--- config.mk ---
export PLATFORM = sky130hd
export DESIGN_NAME = intersection_phase_arbiter
export DESIGN_NICKNAME = d
export VERILOG_FILES = /design/src/rtl/intersection_phase_arbiter.sv
export SDC_FILE = /design/constraint.sdc
export NUM_CORES = 1
export LEC_CHECK = 0
export ABC_AREA = 1
export BUFFER_PORTS_ARGS = -buffer_cell sky130_fd_sc_hd__buf_4
export CAP_MARGIN = 20
export CELL_PAD_IN_SITES_DETAIL_PLACEMENT = 1
export CELL_PAD_IN_SITES_GLOBAL_PLACEMENT = 2
export CORE_MARGIN = 5
export CORE_UTILIZATION = 33
export CTS_CLUSTER_SIZE = 24
export DETAILED_ROUTE_END_ITERATION = 16
export PLACE_DENSITY = 0.8
export SYNTH_ARGS = -nofsm -noshare
export SYNTH_HDL_FRONTEND = slang
export SYNTH_SLANG_ARGS = --single-unit
--- constraint.sdc ---
create_clock -name clk -period 2.9 [get_ports clk]
set_input_delay 0.725 -clock clk [delete_from_list [all_inputs] [get_ports clk]]
set_output_delay 0.725 -clock clk [all_outputs]
set_load 0.05 [all_outputs]
--- src/rtl/intersection_phase_arbiter.sv ---
// Four-phase traffic signal arbiter with pedestrian walk service.
// Round-robin over vehicle demand, pedestrian priority, timed yellow/all-red clearance.
module intersection_phase_arbiter #(
  parameter int MIN_GREEN = 8,
  parameter int MAX_GREEN = 20,
  parameter int YELLOW_T  = 3,
  parameter int ALL_RED_T = 2,
  parameter int PED_T     = 10
) (
  input  logic       clk,
  input  logic       rst,
  input  logic [3:0] req,
  input  logic       ped_req,
  output logic [3:0] phase_green,
  output logic [3:0] phase_yellow,
  output logic       walk,
  output logic [1:0] active_phase
);

  typedef enum logic [2:0] {
    S_ALL_RED  = 3'd0,
    S_IDLE     = 3'd1,
    S_GREEN    = 3'd2,
    S_YELLOW   = 3'd3,
    S_PED_WALK = 3'd4
  } state_t;

  // Timer holds (elapsed cycles - 1) in the current state.
  localparam logic [7:0] ALL_RED_LAST = 8'(ALL_RED_T - 1);
  localparam logic [7:0] YELLOW_LAST  = 8'(YELLOW_T - 1);
  localparam logic [7:0] PED_LAST     = 8'(PED_T - 1);
  localparam logic [7:0] MIN_LAST     = 8'(MIN_GREEN - 1);
  localparam logic [7:0] MAX_LAST     = 8'(MAX_GREEN - 1);

  state_t     state;
  state_t     next_state;
  logic [7:0] timer;
  logic [7:0] next_timer;
  logic [1:0] next_phase;
  logic       ped_pending;
  logic       next_ped;
  logic       arbitrate;
  logic       rr_found;
  logic [1:0] rr_winner;
  logic       green_exit;

  function automatic logic [3:0] onehot(input logic [1:0] p);
    onehot = 4'b0001 << p;
  endfunction

  // Round-robin search from active_phase+1; the current phase is tried last.
  always_comb begin
    logic [1:0] cand;
    rr_found  = 1'b0;
    rr_winner = active_phase;
    cand      = active_phase;
    for (int k = 4; k >= 1; k--) begin
      cand = active_phase + 2'(k);
      if (req[cand]) begin
        rr_found  = 1'b1;
        rr_winner = cand;
      end else begin
        rr_found  = rr_found;
      end
    end
  end

  assign green_exit = (timer >= MIN_LAST)
                    && ((|(req & ~onehot(active_phase))) || ped_pending)
                    && (!req[active_phase] || (timer >= MAX_LAST));

  // Next-state, timer, phase and pedestrian-latch logic.
  always_comb begin
    next_state = state;
    next_timer = timer;
    next_phase = active_phase;
    next_ped   = ped_pending;
    arbitrate  = 1'b0;
    case (state)
      S_ALL_RED: begin
        if (timer == ALL_RED_LAST) begin
          arbitrate = 1'b1;
        end else begin
          next_timer = timer + 8'd1;
        end
      end
      S_IDLE: begin
        arbitrate = 1'b1;
      end
      S_GREEN: begin
        if (green_exit) begin
          next_state = S_YELLOW;
          next_timer = 8'd0;
        end else if (timer != 8'd255) begin
          next_timer = timer + 8'd1;
        end else begin
          next_timer = timer;
        end
      end
      S_YELLOW: begin
        if (timer == YELLOW_LAST) begin
          next_state = S_ALL_RED;
          next_timer = 8'd0;
        end else begin
          next_timer = timer + 8'd1;
        end
      end
      S_PED_WALK: begin
        if (timer == PED_LAST) begin
          next_state = S_ALL_RED;
          next_timer = 8'd0;
        end else begin
          next_timer = timer + 8'd1;
        end
      end
      default: begin
        next_state = S_ALL_RED;
        next_timer = 8'd0;
      end
    endcase

    if (arbitrate) begin
      next_timer = 8'd0;
      if (ped_pending) begin
        next_state = S_PED_WALK;
        next_ped   = 1'b0;
      end else if (rr_found) begin
        next_state = S_GREEN;
        next_phase = rr_winner;
      end else begin
        next_state = S_IDLE;
      end
    end else begin
      next_timer = next_timer;
    end

    // A press during walk, or in the cycle entering walk, is dropped.
    if (ped_req && (state != S_PED_WALK) && (next_state != S_PED_WALK)) begin
      next_ped = 1'b1;
    end else begin
      next_ped = next_ped;
    end
  end

  // State and registered outputs, decoded from the next state.
  always_ff @(posedge clk) begin
    if (rst) begin
      state        <= S_ALL_RED;
      timer        <= 8'd0;
      active_phase <= 2'd3;
      ped_pending  <= 1'b0;
      phase_green  <= 4'b0000;
      phase_yellow <= 4'b0000;
      walk         <= 1'b0;
    end else begin
      state        <= next_state;
      timer        <= next_timer;
      active_phase <= next_phase;
      ped_pending  <= next_ped;
      phase_green  <= (next_state == S_GREEN)  ? onehot(next_phase) : 4'b0000;
      phase_yellow <= (next_state == S_YELLOW) ? onehot(next_phase) : 4'b0000;
      walk         <= (next_state == S_PED_WALK);
    end
  end

endmodule
==> summary.md <==
| Metric | Value |
|---|---|
| Outcome | `finished, final reports clean` |
| 1st-pass router iterations | `4` |
| Final instance area | `0.00187 mm²` |
| Post-CTS sizing | `0` |
| CP max stage delay | `approximately 0.45 ns` |
| CP arrival | `2.13 ns` |
| Non-filler cells, final | `347` |
| Unrepaired setup endpoints after global routing | `false` |
| Lkg Pwr | `between 0.9 and 1 nW` |
| Ratio of cells with drive above 1 in the final layout | `18.6%` |
| Worst Hold Class | `flip-flop to flip-flop` |
| Synth cell types | `28` |
| DR WL/cell | `between 10 and 15 µm` |
| Layout Nets | `295` |
| CTS max path bufs | `2` |
| Post CTS Setup Buffer Count | `0` |
| CTS tree | `yes` |
| Mapped cell area | `0.00162 mm²` |
| Period utilization | `67.4%` |
| Slew Viols, Final | `0` |
| Final Wtd Congestion | `0.821` |
| Die Y-Extent | `80.0 µm` |
| Vias per cell | `between 4 and 5` |
| Sink Count | `23` |
| Max cap viols | `0` |
| DRT Wirelength | `between 4000 and 5000 µm` |
| Fillers | `665` |
| Worst setup SP type | `flip-flop` |
| Clock buffer count from CTS | `3` |
| Shortest period the worst path allows | `1.95 ns` |
| Most used cell, CP | `nand2_1` |
| Hold-fix buffers at CTS | `0` |
| Clk_skew | `0.00657 ns` |
| Finish-stage setup viols | `0` |
| Worst-Margin Slew | `0.403 ns` |
| CTS clock-pin slew for the worst setup and hold paths | `0.09 ns` |
| Total number of vias | `1,580` |
| Ant. Diodes | `0` |
| Worst path bufs/invs | `3` |
| Fmax | `0.512 GHz` |
| Final Core Density | `39.4%` |
| Critical path, cell by cell | `inv_1 > ha_1 > inv_1 > nand2_1 > nand2_1 > nand3b_1 > nand2_2 > nand2_1 > nand2_2 > inv_1 > nand2_1 > nor2_1` |
| Die width | `roughly 80 µm` |
| First-pass GRT wire length | `7890 µm` |
| Slew headroom | `72.9%` |
| Total track usage | `15.9%` |
| # port buffers | `17` |
| Reg area | `460 µm²` |
| Multi-input gate area | `982 µm²` |
| Row count | `25` |
| Dpl cell area | `between 0.0015 and 0.002 mm²` |
| Sequential area share after synthesis | `~28%` |
| Worst hold slack | `0.516 ns` |
| Detail Route Antenna Nets | `0` |
| Fin Setup TNS | `0 ns` |
| Later-pin clock latency in the skew report | `roughly 0.28 ns` |
| Slowest-stage cell, CP | `dfxtp_1` |
| Largest net degree at the start of global routing | `15` |
| Mean area per synthesized cell | `6.25 µm²` |
| Starting Density | `approximately 34%` |
| Synth Instances | `259` |
| Overflow after GRT | `0` |
| H-tree level count | `1` |
| Final hold viol count | `0` |
| DR DRC count | `0` |
| Area of the core | `0.00475 mm²` |
| Worst VDD drop | `418 µV` |
| Post-DP HPWL | `3810 µm` |
| Seq cells post-synth | `23` |
| Initial antenna violation count | `0` |
| I/O pin cnt | `18` |
| CP required | `slightly above 3 ns` |
| Crit end category | `flip-flop` |
| PwrDens | `approximately 920 mW/mm²` |
| Critical path fanouts, max | `7` |
| Root Buffer Master | `clkbuf_8` |
| Synthesized Nets | `273` |
| Largest delay share family, worst path | `simple AND/OR/NAND/NOR gates` |
| Vias in the first global route | `1,636` |
| Ys Warns | `0` |
| Setup CP Type | `flip-flop to flip-flop` |
| Inst Count DP | `343` |
| Die area | `0.00640 mm²` |
| Area Overhead vs Synth | `15.9%` |
| Initial DRC count | `60` |
## cell type report
type / count / area share (%)
multi-input cells: 192 / 52.4
flip-flops and latches: 23 / 24.6
inverters: 43 / 8.74
repair buffers: 18 / 7.21
well taps: 67 / 4.47
clock buffers: 3 / 2.20
clock inverters: 1 / 0.401
## cell families after synthesis
kind of cell	Yosys count	synth area share [%]
XOR/XNOR	1	0.541
AND/OR/NAND/NOR	164	47.2
buffers and inverters	44	10.8
AO/OA/AOI/OAI	20	7.58
adder cells (fa/ha/maj)	7	5.41
flip-flops	23	28.5
## cells in the final DEF (no fill, tap or decap)
cell type / netlist / layout
nand2_1: 79 / 79
inv_1: 38 / 38
nor2_1: 34 / 34
nand3_1: 27 / 27
dfxtp_1: 23 / 23
buf_4: 0 / 18
a21oi_1: 9 / 9
nand2_2: 7 / 7
ha_1: 7 / 7
o21ai_0: 5 / 5
inv_2: 4 / 4
nor2_2: 4 / 4
clkbuf_8: 0 / 3
nand2_4: 2 / 2
nand3_2: 2 / 2
nand4_1: 2 / 2
o21ai_2: 2 / 2
a21oi_2: 2 / 2
nor3_1: 1 / 1
nor3_2: 1 / 1
nor2_8: 1 / 1
nor2_4: 1 / 1
nand3_4: 1 / 1
inv_4: 1 / 1
and2_4: 1 / 1
a21boi_0: 1 / 1
a22o_2: 1 / 1
xor2_1: 1 / 1
nand3b_1: 1 / 1
clkinvlp_4: 0 / 1
## worst paths after layout
kind | from | endpoint | slack (ns) | cells after the start
worst min-delay path | timer[1]$_SDFFE_PP0P_ | timer[1]$_SDFFE_PP0P_ | 0.52 | 2
worst min register to register | timer[1]$_SDFFE_PP0P_ | timer[1]$_SDFFE_PP0P_ | 0.52 | 2
worst max-delay path | active_phase[1]$_SDFF_PP1_ | phase_yellow[3]$_SDFF_PP0_ | 0.95 | 12
worst max register to register | active_phase[1]$_SDFF_PP1_ | phase_yellow[3]$_SDFF_PP0_ | 0.95 | 12
## power breakdown
group	leakage (nW)	internal (mW)	switching [mW]	total [mW]
Clock	0.0217	0.0976	0.119	0.217
Combinational	0.704	0.312	0.756	1.07
Sequential	0.187	0.383	0.0498	0.433
Total	0.913	0.793	0.925	1.72
## cell usage after synthesis
master,instances,area [µm²]
a21boi_0,1,7.51
a21oi_1,9,45.0
a21oi_2,2,17.5
a22o_2,1,10.0
and2_4,1,8.76
buf_6,1,11.3
dfxtp_1,23,460
ha_1,7,87.6
inv_1,38,143
inv_2,4,15.0
inv_4,1,6.26
nand2_1,79,297
nand2_2,7,43.8
nand2_4,2,22.5
nand3_1,27,135
nand3_2,2,20.0
nand3_4,1,17.5
nand3b_1,1,7.51
nand4_1,2,12.5
nor2_1,34,128
nor2_2,4,25.0
nor2_4,1,11.3
nor2_8,1,20.0
nor3_1,1,5.00
nor3_2,1,10.0
o21ai_0,5,25.0
o21ai_2,2,17.5
xor2_1,1,8.76
## layer usage
layer | track usage [%] | routed length, µm | up-vias
met5 | 0 | 0 | -
li1 | - | - | 839
met1 | 23.9 | 2510 | 717
met2 | 23.2 | 1800 | 20
met4 | 4.56 | 46 | 0
met3 | 2.26 | 209 | 4
## metrics by stage
stage	total power, mW	setup WS, ns
after floorplan	1.24	0.818
after global placement	1.52	0.908
after detailed placement	1.52	0.911
after CTS	1.74	0.931
after global routing	1.90	0.661
final	1.72	0.946
## tightest hold or removal path, cell delays in order (launching register included)
cell and delay [ns]:
dfxtp_1 0.35, nand2_1 0.07, a21oi_1 0.05
## flip-flops by register name, indices dropped and copies added, names as in the netlist
register      flops
active_phase      2
ped_pending       1
phase_green       4
phase_yellow      4
state             3
timer             8
walk              1
Note: power is estimated with default switching activity, not from simulation.
